### config.mk
export PLATFORM = sky130hd
export DESIGN_NAME = alu_result_buffer
export DESIGN_NICKNAME = d
export VERILOG_FILES = /design/src/rtl/alu_result_buffer.sv
export SDC_FILE = /design/constraint.sdc
export NUM_CORES = 1
export LEC_CHECK = 0
export ABC_AREA = 1
export CORE_UTILIZATION = 50
export DETAILED_ROUTE_END_ITERATION = 7
export PLACE_DENSITY = 0.86
export SYNTH_ARGS = -nofsm -noshare
export SYNTH_HDL_FRONTEND = slang
export SYNTH_SLANG_ARGS = --single-unit
### constraint.sdc
create_clock -name clk -period 3 [get_ports clk]
set_clock_uncertainty 0.2 [all_clocks]
set_input_delay 0.3 -clock clk [delete_from_list [all_inputs] [get_ports clk]]
set_output_delay 0.3 -clock clk [all_outputs]
set_load 0.01 [all_outputs]
### src/rtl/alu_result_buffer.sv
// Two-entry result FIFO between the ALU and the next stage, with sticky overflow tracking.
// One-cycle latency; in_ready and out_* depend on registered state only, never on out_ready or in_*.
module alu_result_buffer #(
  parameter int CNT_W = 8
) (
  input  logic             clk,
  input  logic             rst,
  input  logic             in_valid,
  output logic             in_ready,
  input  logic [31:0]      in_result,
  input  logic             in_zero,
  input  logic             in_cout,
  input  logic             in_overflow,
  input  logic [3:0]       in_op,
  output logic             out_valid,
  input  logic             out_ready,
  output logic [31:0]      out_result,
  output logic             out_zero,
  output logic             out_cout,
  output logic             out_overflow,
  output logic [3:0]       out_op,
  input  logic             clear_ovf,
  output logic             ovf_sticky,
  output logic [CNT_W-1:0] ovf_count
);

  typedef struct packed {
    logic [31:0] result;
    logic        zero;
    logic        cout;
    logic        overflow;
    logic [3:0]  op;
  } entry_t;

  entry_t           mem_q [2];
  entry_t           in_entry;
  entry_t           head;
  logic             wr_ptr_q, wr_ptr_d;
  logic             rd_ptr_q, rd_ptr_d;
  logic [1:0]       occ_q, occ_d;
  logic             sticky_q, sticky_d;
  logic [CNT_W-1:0] cnt_q, cnt_d;
  logic             push, pop;

  assign in_ready  = (occ_q != 2'd2);
  assign out_valid = (occ_q != 2'd0);
  assign push      = in_valid & in_ready;
  assign pop       = out_valid & out_ready;

  assign in_entry = '{result: in_result, zero: in_zero, cout: in_cout,
                      overflow: in_overflow, op: in_op};

  assign head         = mem_q[rd_ptr_q];
  assign out_result   = head.result;
  assign out_zero     = head.zero;
  assign out_cout     = head.cout;
  assign out_overflow = head.overflow;
  assign out_op       = head.op;

  always_comb begin
    wr_ptr_d = wr_ptr_q;
    rd_ptr_d = rd_ptr_q;
    occ_d    = occ_q;
    if (push) wr_ptr_d = ~wr_ptr_q;
    if (pop)  rd_ptr_d = ~rd_ptr_q;
    case ({push, pop})
      2'b10:   occ_d = occ_q + 2'd1;
      2'b01:   occ_d = occ_q - 2'd1;
      default: occ_d = occ_q;
    endcase
  end

  // A qualifying overflow push wins over clear: the cleared counter restarts at 1.
  always_comb begin
    sticky_d = sticky_q;
    cnt_d    = cnt_q;
    if (push && in_overflow) begin
      sticky_d = 1'b1;
      if (clear_ovf)        cnt_d = CNT_W'(1);
      else if (cnt_q != '1) cnt_d = cnt_q + CNT_W'(1);
    end else if (clear_ovf) begin
      sticky_d = 1'b0;
      cnt_d    = '0;
    end
  end

  always_ff @(posedge clk) begin
    if (rst) begin
      for (int i = 0; i < 2; i++) mem_q[i] <= '0;
      wr_ptr_q <= 1'b0;
      rd_ptr_q <= 1'b0;
      occ_q    <= 2'd0;
      sticky_q <= 1'b0;
      cnt_q    <= '0;
    end else begin
      if (push) mem_q[wr_ptr_q] <= in_entry;
      wr_ptr_q <= wr_ptr_d;
      rd_ptr_q <= rd_ptr_d;
      occ_q    <= occ_d;
      sticky_q <= sticky_d;
      cnt_q    <= cnt_d;
    end
  end

  assign ovf_sticky = sticky_q;
  assign ovf_count  = cnt_q;

endmodule

==> flow_summary.ini, run 1 <==
[status]
run_status = finished clean

[cts]
cts_resized = 0
cts_sinks = 92
cts.path.max_buffers = 2
insertion_delay_ps = 350
post_cts_buffers = 0
numCtsBuffers = 9
h-tree-depth = 3
cts_root_buffer = clkbuf_8
clk_pin_slew_ps = 80
cts_hold_buffers = 0
cts_tree = done

[yosys]
synth_top_area_share_pct = 58.0
ys_ff_latch = 92
synth_edf_count = 78
ys_seq_area_share_pct = 64.9
avgSynthCellArea_sq_um = 11.6
synth_ff_type = edfxtp_1
synth_area_leaders = edfxtp_1, mux2_2, nor2_1
yosysMostFrequentCell = nor2_1
async_flop_share_pct = 0
yosysWarnings = 0
syn_nets = 394
synth_area_leader_cell = edfxtp_1
ys_types = 23
synthCells = 348
synth_common_cells = nor2_1, edfxtp_1, inv_1
syn_area_sq_mm = 0.00404

[setup_path]
crit_type = register to output port
crit_path_end_kind = output port
required_ps = 2500
start_kind = register
r2r_start = occ_q[0]$_SDFFE_PP0P_
path_max_fanout = 24
arrival_ps = 2040
rr_worst_depth = 7
worstReg2RegEnd = mem_q[0][2]$_SDFFCE_PN0P_
worst-r2r-setup-slack_ps = 1060

[sta]
rsz0062_at_grt = false
setup_viol = 0
post-route-period-util_pct = 84.6
setup_tns_ps = 0
holdWs_ps = 263
finalCriticalPeriod_ps = 2540
max_slew.worst_pin.slew_ps = 513
max_freq_ghz = 0.394
hold_violations = 0
slew_headroom_pct = 65.7
drv_slew = 0

[route]
vias = 2771
postRouteAntennaNets = 0
wl_per_cell_um = 14.9
drc = 0
first_pass_iters = 5
routed_wl_um = 8230
viasPerCell = 5.02
first_iter_violations = 125

[floorplanning]
die-area_sq_mm = 0.00844
ios = 94
initial_utilization_pct = 52.0
core_area_sq_mm = 0.00777
die_h_um = 91.9
die_w_um = 91.9
row_count = 32

[power_and_ir_drop]
power_density_mw_per_mm2 = 593
ir_drop_v = 0.000338
finalPower_mw = 3.13
leakagePower_nw = 2.18

[global_route]
grt.met3_usage_pct = 5.22
top_usage_layer = met2
grt_pass1_vias = 2893
grt_max_degree = 41
gr-usage-met1_pct = 24.9
grt-ovfl-total = 0
grt_pass1_wl_um = 13300
grtUsageTotal_pct = 20.6
gr-usage-met2_pct = 35.6
antenna_found_initial = 0

[final_layout]
drive_gt1_share_pct = 16.2
fillers = 579
fin_nets = 491
antenna_cells = 0
synthToLayoutAreaGrowth_pct = 30.8
final_util_pct = 68.0
finalInstanceArea_sq_mm = 0.00528

[placement]
place_congestion = 0.825
io_buffer_count = 93
dpl_cell_area_sq_mm = 0.00509
hpwl_um = 5640

[min_path]
hp-class = register to register
min_from = rd_ptr_q$_SDFFE_PP0P_
whs_path_depth = 1

[job]
cap_violations = 0
-- worst max path at each step --
stage | from | end | slack, ps | depth (start not counted)
finish | register | out_result[2] | 460 | 3
global route | register | out_zero | 360 | 3
CTS | register | out_result[13] | 430 | 3
detailed placement | rst | mem_q[1][16]$_SDFFCE_PN0P_ | 690 | 5
global placement | in_valid | mem_q[0][6]$_SDFFCE_PN0P_ | 730 | 6
floorplan | occ_q[0]$_SDFFE_PP0P_ | mem_q[0][0]$_SDFFCE_PN0P_ | 660 | 7
-- metrics by stage --
stage	std cells	setup WS [ps]
after floorplan	348	656
after global placement	536	726
after detailed placement	536	692
after CTS	552	428
after global routing	552	363
final	552	462
-- kinds of logic after synthesis --
group | after synthesis | synth area share (%)
simple gates | 131 | 14.0
flops | 92 | 64.9
buf+inv | 67 | 7.28
mux | 39 | 10.9
compound gates | 17 | 2.32
fa+ha+maj | 2 | 0.619
-- flip-flops by register name, summed over array words and instances (netlist names), named ones only --
register and flops:
ovf_count 8, rd_ptr_q 1, occ_q 2, mem_q 78, wr_ptr_q 1, ovf_sticky 1
-- report_power, final --
group          switching, mW  internal [mW]  total, mW  leakage (nW)
logic                  0.336          0.414      0.751          1.16
registers             0.0583           1.52       1.58         0.931
clock network          0.419          0.381      0.801        0.0923
total                  0.814           2.32       3.13          2.18
-- area by class of cell --
cell class / count / area, sq um / area share (%)
Inverter: 55 / 206 / 3.91
Timing Repair Buffer: 98 / 1010 / 19.0
Clock buffer: 9 / 124 / 2.35
Tap cell: 102 / 128 / 2.42
Clock inverter: 7 / 66.3 / 1.26
Sequential cell: 92 / 2620 / 49.7
Multi-Input combinational cell: 189 / 1130 / 21.3
-- cells in the final DEF (no fill, tap or decap) --
cell / Yosys / final
clkdlybuf4s50_1: 0 / 93
nor2_1: 87 / 87
edfxtp_1: 78 / 78
inv_1: 52 / 52
mux2_2: 39 / 39
nand2_1: 22 / 20
dfxtp_1: 14 / 13
nand3_1: 9 / 9
clkbuf_8: 0 / 9
a21oi_1: 8 / 8
o21ai_0: 7 / 7
nand2_2: 4 / 6
inv_2: 3 / 3
nand4_1: 3 / 3
clkinv_1: 0 / 3
buf_12: 0 / 3
nand2_4: 2 / 2
ha_1: 2 / 2
buf_4: 1 / 2
nand3_2: 1 / 1
nor2_4: 1 / 1
nand3_4: 1 / 1
nor3_1: 1 / 1
a211oi_2: 1 / 1
o22ai_1: 1 / 1
dfxtp_2: 0 / 1
inv_6: 0 / 1
clkinvlp_4: 0 / 1
clkinv_4: 0 / 1
bufinv_16: 0 / 1
-- metal layers --
metal | share of wire, % | vias to the layer above
met1 | 40 | 1317
met3 | 6.1 | 9
met4 | 0.81 | 0
li1 | - | 1344
met5 | 0 | -
met2 | 53 | 101
-- critical path, stage by stage, from the launching register on --
cell             delay, ps
dfxtp_2                600
buf_12                 240
mux2_2                 360
clkdlybuf4s50_1        490
Power figures use the tool's default switching activity.
==> run 2, diff against run 1 <==
- CORE_UTILIZATION: 50 -> 45
- PLACE_DENSITY: 0.86 -> 0.82
- clock period: 3 -> 2.1 ns (I/O delays scaled with it)
==> run 2 against run 1 <==
Effect of this change: utilization fell by 6.4 points; first-iteration DRC count fell by 28%; register-to-register slack got worse by 700 ps; total power rose by 41%; die area rose by 11%.
==> flow_summary.ini, run 2 (synthesized netlist as in run 1, its figures left out) <==
[status]
run_status = finished clean

[sta]
max_freq_ghz = 0.491
drv_slew = 0
setup_tns_ps = 0
max_slew.worst_pin.slew_ps = 312
post-route-period-util_pct = 97.0
slew_headroom_pct = 79.2
holdWs_ps = 253
setup_viol = 0
rsz0062_at_grt = false
finalCriticalPeriod_ps = 2040
hold_violations = 0

[setup_path]
path_max_fanout = 12
start_kind = register
required_ps = 1690
arrival_ps = 1630
crit_type = register to output port
crit_path_end_kind = output port

[power_and_ir_drop]
leakagePower_nw = 2.36
finalPower_mw = 4.43
ir_drop_v = 0.000451
power_density_mw_per_mm2 = 825

[floorplanning]
initial_utilization_pct = 46.3
ios = 94
row_count = 34
core_area_sq_mm = 0.00872
die_h_um = 96.7
die_w_um = 96.7
die-area_sq_mm = 0.00936

[global_route]
grt_pass1_wl_um = 13100
grtUsageTotal_pct = 17.8
grt_pass1_vias = 2856
grt_max_degree = 40
grt-ovfl-total = 0
antenna_found_initial = 0

[cts]
h-tree-depth = 3
numCtsBuffers = 9
cts_tree = done
cts.path.max_buffers = 2
cts_hold_buffers = 0
cts_root_buffer = clkbuf_8
cts_sinks = 92
clk_pin_slew_ps = 90
insertion_delay_ps = 340

[route]
routed_wl_um = 7910
vias = 2749
viasPerCell = 4.81
first_pass_iters = 4
first_iter_violations = 90
postRouteAntennaNets = 0
wl_per_cell_um = 13.8
drc = 0

[final_layout]
drive_gt1_share_pct = 19.0
largest_register_ffs = 78
fin_nets = 504
finalInstanceArea_sq_mm = 0.00537
synthToLayoutAreaGrowth_pct = 33.0
final_cell_mix = nor2_1, edfxtp_1, clkdlybuf4s50_1
top_register = mem_q
mostFrequentLayoutCell = nor2_1
antenna_cells = 0

[placement]
io_buffer_count = 93
hpwl_um = 5000
place_congestion = 0.859
dpl_cell_area_sq_mm = 0.00513

[min_path]
hp-class = register to register

[job]
cap_violations = 0
## run 2: per-stage QoR
stage / worst slack, ps / util (%) / instances
2_1_floorplan: 133 / - / 348
3_5_place_dp: 126 / 58.8 / 544
6_report: 62.6 / 61.6 / 571
5_1_grt: 2.19 / 61.6 / 571
4_1_cts: 11.0 / 60.9 / 563
3_3_place_gp: 172 / 58.8 / 544
## run 2: final timing paths
path                                       startpoint  cells past startpoint                    end  slack (ps)
worst max-delay path                         register                      4          out_result[0]          60
worst min-delay path            rd_ptr_q$_SDFFE_PP0P_                      1               register         250
worst max register to register  occ_q[1]$_SDFFE_PP0P_                      9  occ_q[1]$_SDFFE_PP0P_         360
worst min register to register  rd_ptr_q$_SDFFE_PP0P_                      1               register         250
## run 2: cell type report
cell class,instances,area [sq um]
clock buffers,10,128
clock inverters,6,56.3
fillers,735,3350
inverters,55,206
multi-input cells,189,1130
flip-flops and latches,92,2630
well taps,108,135
repair buffers,111,1090
## run 2: routing by layer
metal	routed length (um)	share of wire [%]	track usage, %
met5	0	0	0
met4	121	1.5	7.12
met3	415	5.2	3.76
met2	3860	49	29.9
met1	3510	44	22.4
## run 2: report_power, final
group	internal [mW]	switching, mW	leakage [nW]
Clock	0.459	0.654	0.0913
Combinational	0.571	0.508	1.34
Sequential	2.18	0.0630	0.931
Total	3.21	1.23	2.36
## run 2: what timing repair did
action / 4_1_cts / 5_1_grt
cloned: 1 / 0
buffers inserted: 2 / 8
endpoints found under the setup margin: 39 / 8
resized for setup: 42 / 0
## run 2: critical path: stages, from the launching register on
cell and delay (ps):
dfxtp_4 410, buf_16 140, buf_4 130, mux2_2 330, dlygate4sd2_1 280
==> run 3, diff against run 2 <==
- GPL_TIMING_DRIVEN: unset -> 0
==> run 3 against run 2 <==
Effect of this change: combinational power decreased by 4%; clock power rose by 7%; largest power group unchanged; final cell count down 0.53%.
==> flow_summary.ini, run 3 (synthesized netlist as in run 1, its figures left out) <==
[final_layout]
synthToLayoutAreaGrowth_pct = 32.2
top_register = mem_q
fillers = 707
drive_gt1_share_pct = 18.5
fin_cells = 568
antenna_cells = 0
finalInstanceArea_sq_mm = 0.00534
fin_nets = 501
final_cell_mix = nor2_1, edfxtp_1, clkdlybuf4s50_1
largest_register_ffs = 78
mostFrequentLayoutCell = nor2_1

[placement]
dpl.cell_count = 549
dpl_cell_area_sq_mm = 0.00511
io_buffer_count = 93
hpwl_um = 5500
place_congestion = 0.793
pre_cts_slack_ps = -620

[setup_path]
start_kind = register
arrival_ps = 1610
crit_path_end_kind = output port
cpPeakStageDelay_ps = 380
worst_path_most_repeated_cell = buf_6
crit_path_top_delay_cell = dfxtp_4
required_ps = 1690
path_max_fanout = 10
path_delay_family = buffers and inverters
crit_type = register to output port
cp_cell_sequence = buf_6 -> buf_6 -> mux2_2 -> dlygate4sd2_1
critPathBufInv = 3
r2r_start = occ_q[0]$_SDFFE_PP0P_

[sta]
layout_setup_ws_ps = 79.2
holdWs_ps = 254
post-route-period-util_pct = 96.2
hold_violations = 0
max_slew.worst_pin.slew_ps = 328
drv_slew = 0
setup_viol = 0
finalCriticalPeriod_ps = 2020
max_freq_ghz = 0.495
rsz0062_at_grt = false
slew_headroom_pct = 78.1

[cts]
insertion_delay_ps = 350
cts_root_buffer = clkbuf_8
cts_sinks = 92
cts.path.max_buffers = 2
cts_hold_buffers = 0
clk_pin_slew_ps = 90
h-tree-depth = 3
numCtsBuffers = 9
cts_tree = done

[route]
drc = 0
vias = 2768
postRouteAntennaNets = 0
first_iter_violations = 124
first_pass_iters = 4
viasPerCell = 4.87
routed_wl_um = 8150
wl_per_cell_um = 14.4

[power_and_ir_drop]
switching_share_pct = 26.9
finalPower_mw = 4.47
ir_drop_v = 0.000345
intPower_mw = 3.27
power_density_mw_per_mm2 = 837
p_clk_share_pct = 26.7
p_comb_share_pct = 23.2
leakagePower_nw = 2.34
p_switching_mw = 1.20
p_seq_share_pct = 50.1

[floorplanning]
die_w_um = 96.7
die_h_um = 96.7
die-area_sq_mm = 0.00936
ios = 94
row_count = 34
core_area_sq_mm = 0.00872
initial_utilization_pct = 46.3

[global_route]
grt_pass1_wl_um = 13300
grt-ovfl-total = 0
antenna_found_initial = 0
grtUsageTotal_pct = 18.0
grt_pass1_vias = 2851
grt_max_degree = 40

[min_path]
hp-class = register to register
min_from = rd_ptr_q$_SDFFE_PP0P_

[status]
run_status = finished clean

[job]
cap_violations = 0
run 3: what timing repair did:
action                     4_1_cts  5_1_grt
pin swaps                        0        0
buffers inserted                 3        0
setup endpoints to repair      117       78
gates resized for setup         49        4
run 3: layer usage:
| layer | part of all wire [%] | vias to the layer above | GRT usage (%) |
|---|---|---|---|
| li1 | - | 1357 | - |
| met1 | 44 | 1316 | 21.8 |
| met2 | 50 | 89 | 30.9 |
| met3 | 6.0 | 6 | 5.20 |
| met4 | 0.72 | 0 | 5.51 |
| met5 | 0 | - | 0 |
run 3: worst paths after layout:
check	endpoint	slack, ps	cells after the start
max reg2reg	mem_q[0][5]$_SDFFCE_PN0P_	260	7
min	register	250	1
max	out_result[28]	80	4
min reg2reg	register	250	1
run 3: stage by stage:
step | TNS [ps] | util (%)
after global routing | 0 | 61.2
final | 0 | 61.2
after detailed placement | -45050 | 58.6
after global placement | -43550 | 58.6
after floorplan | 0 | -
after CTS | -18600 | 60.9
run 3: final cells by class:
class / instances / area [sq um] / area share (%)
plain buffers: 12 / 114 / 2.13
clock buffers: 9 / 124 / 2.32
clock inverters: 7 / 73.8 / 1.38
inverters: 55 / 206 / 3.87
multi-input cells: 189 / 1150 / 21.6
flip-flops and latches: 92 / 2630 / 49.2
well taps: 108 / 135 / 2.53
repair buffers: 96 / 905 / 16.9
run 3: power by group through the flow:
| stage | combinational [mW] | sequential, mW | clock [mW] |
|---|---|---|---|
| floorplan | 0.585 | 2.26 | 0 |
| global placement | 1.09 | 2.26 | 0 |
| detailed placement | 1.10 | 2.28 | 0 |
| CTS | 1.04 | 2.24 | 1.21 |
| global route | 1.13 | 2.26 | 1.29 |
| finish | 1.04 | 2.24 | 1.19 |
run 3: worst reg2reg max path: stages, from the launching register on:
cell and delay, ps:
dfxtp_1 380, inv_2 80, nand2_4 90, nand2_2 70, nor2_1 110, nand2_2 120
buf_6 200, nand2_8 260
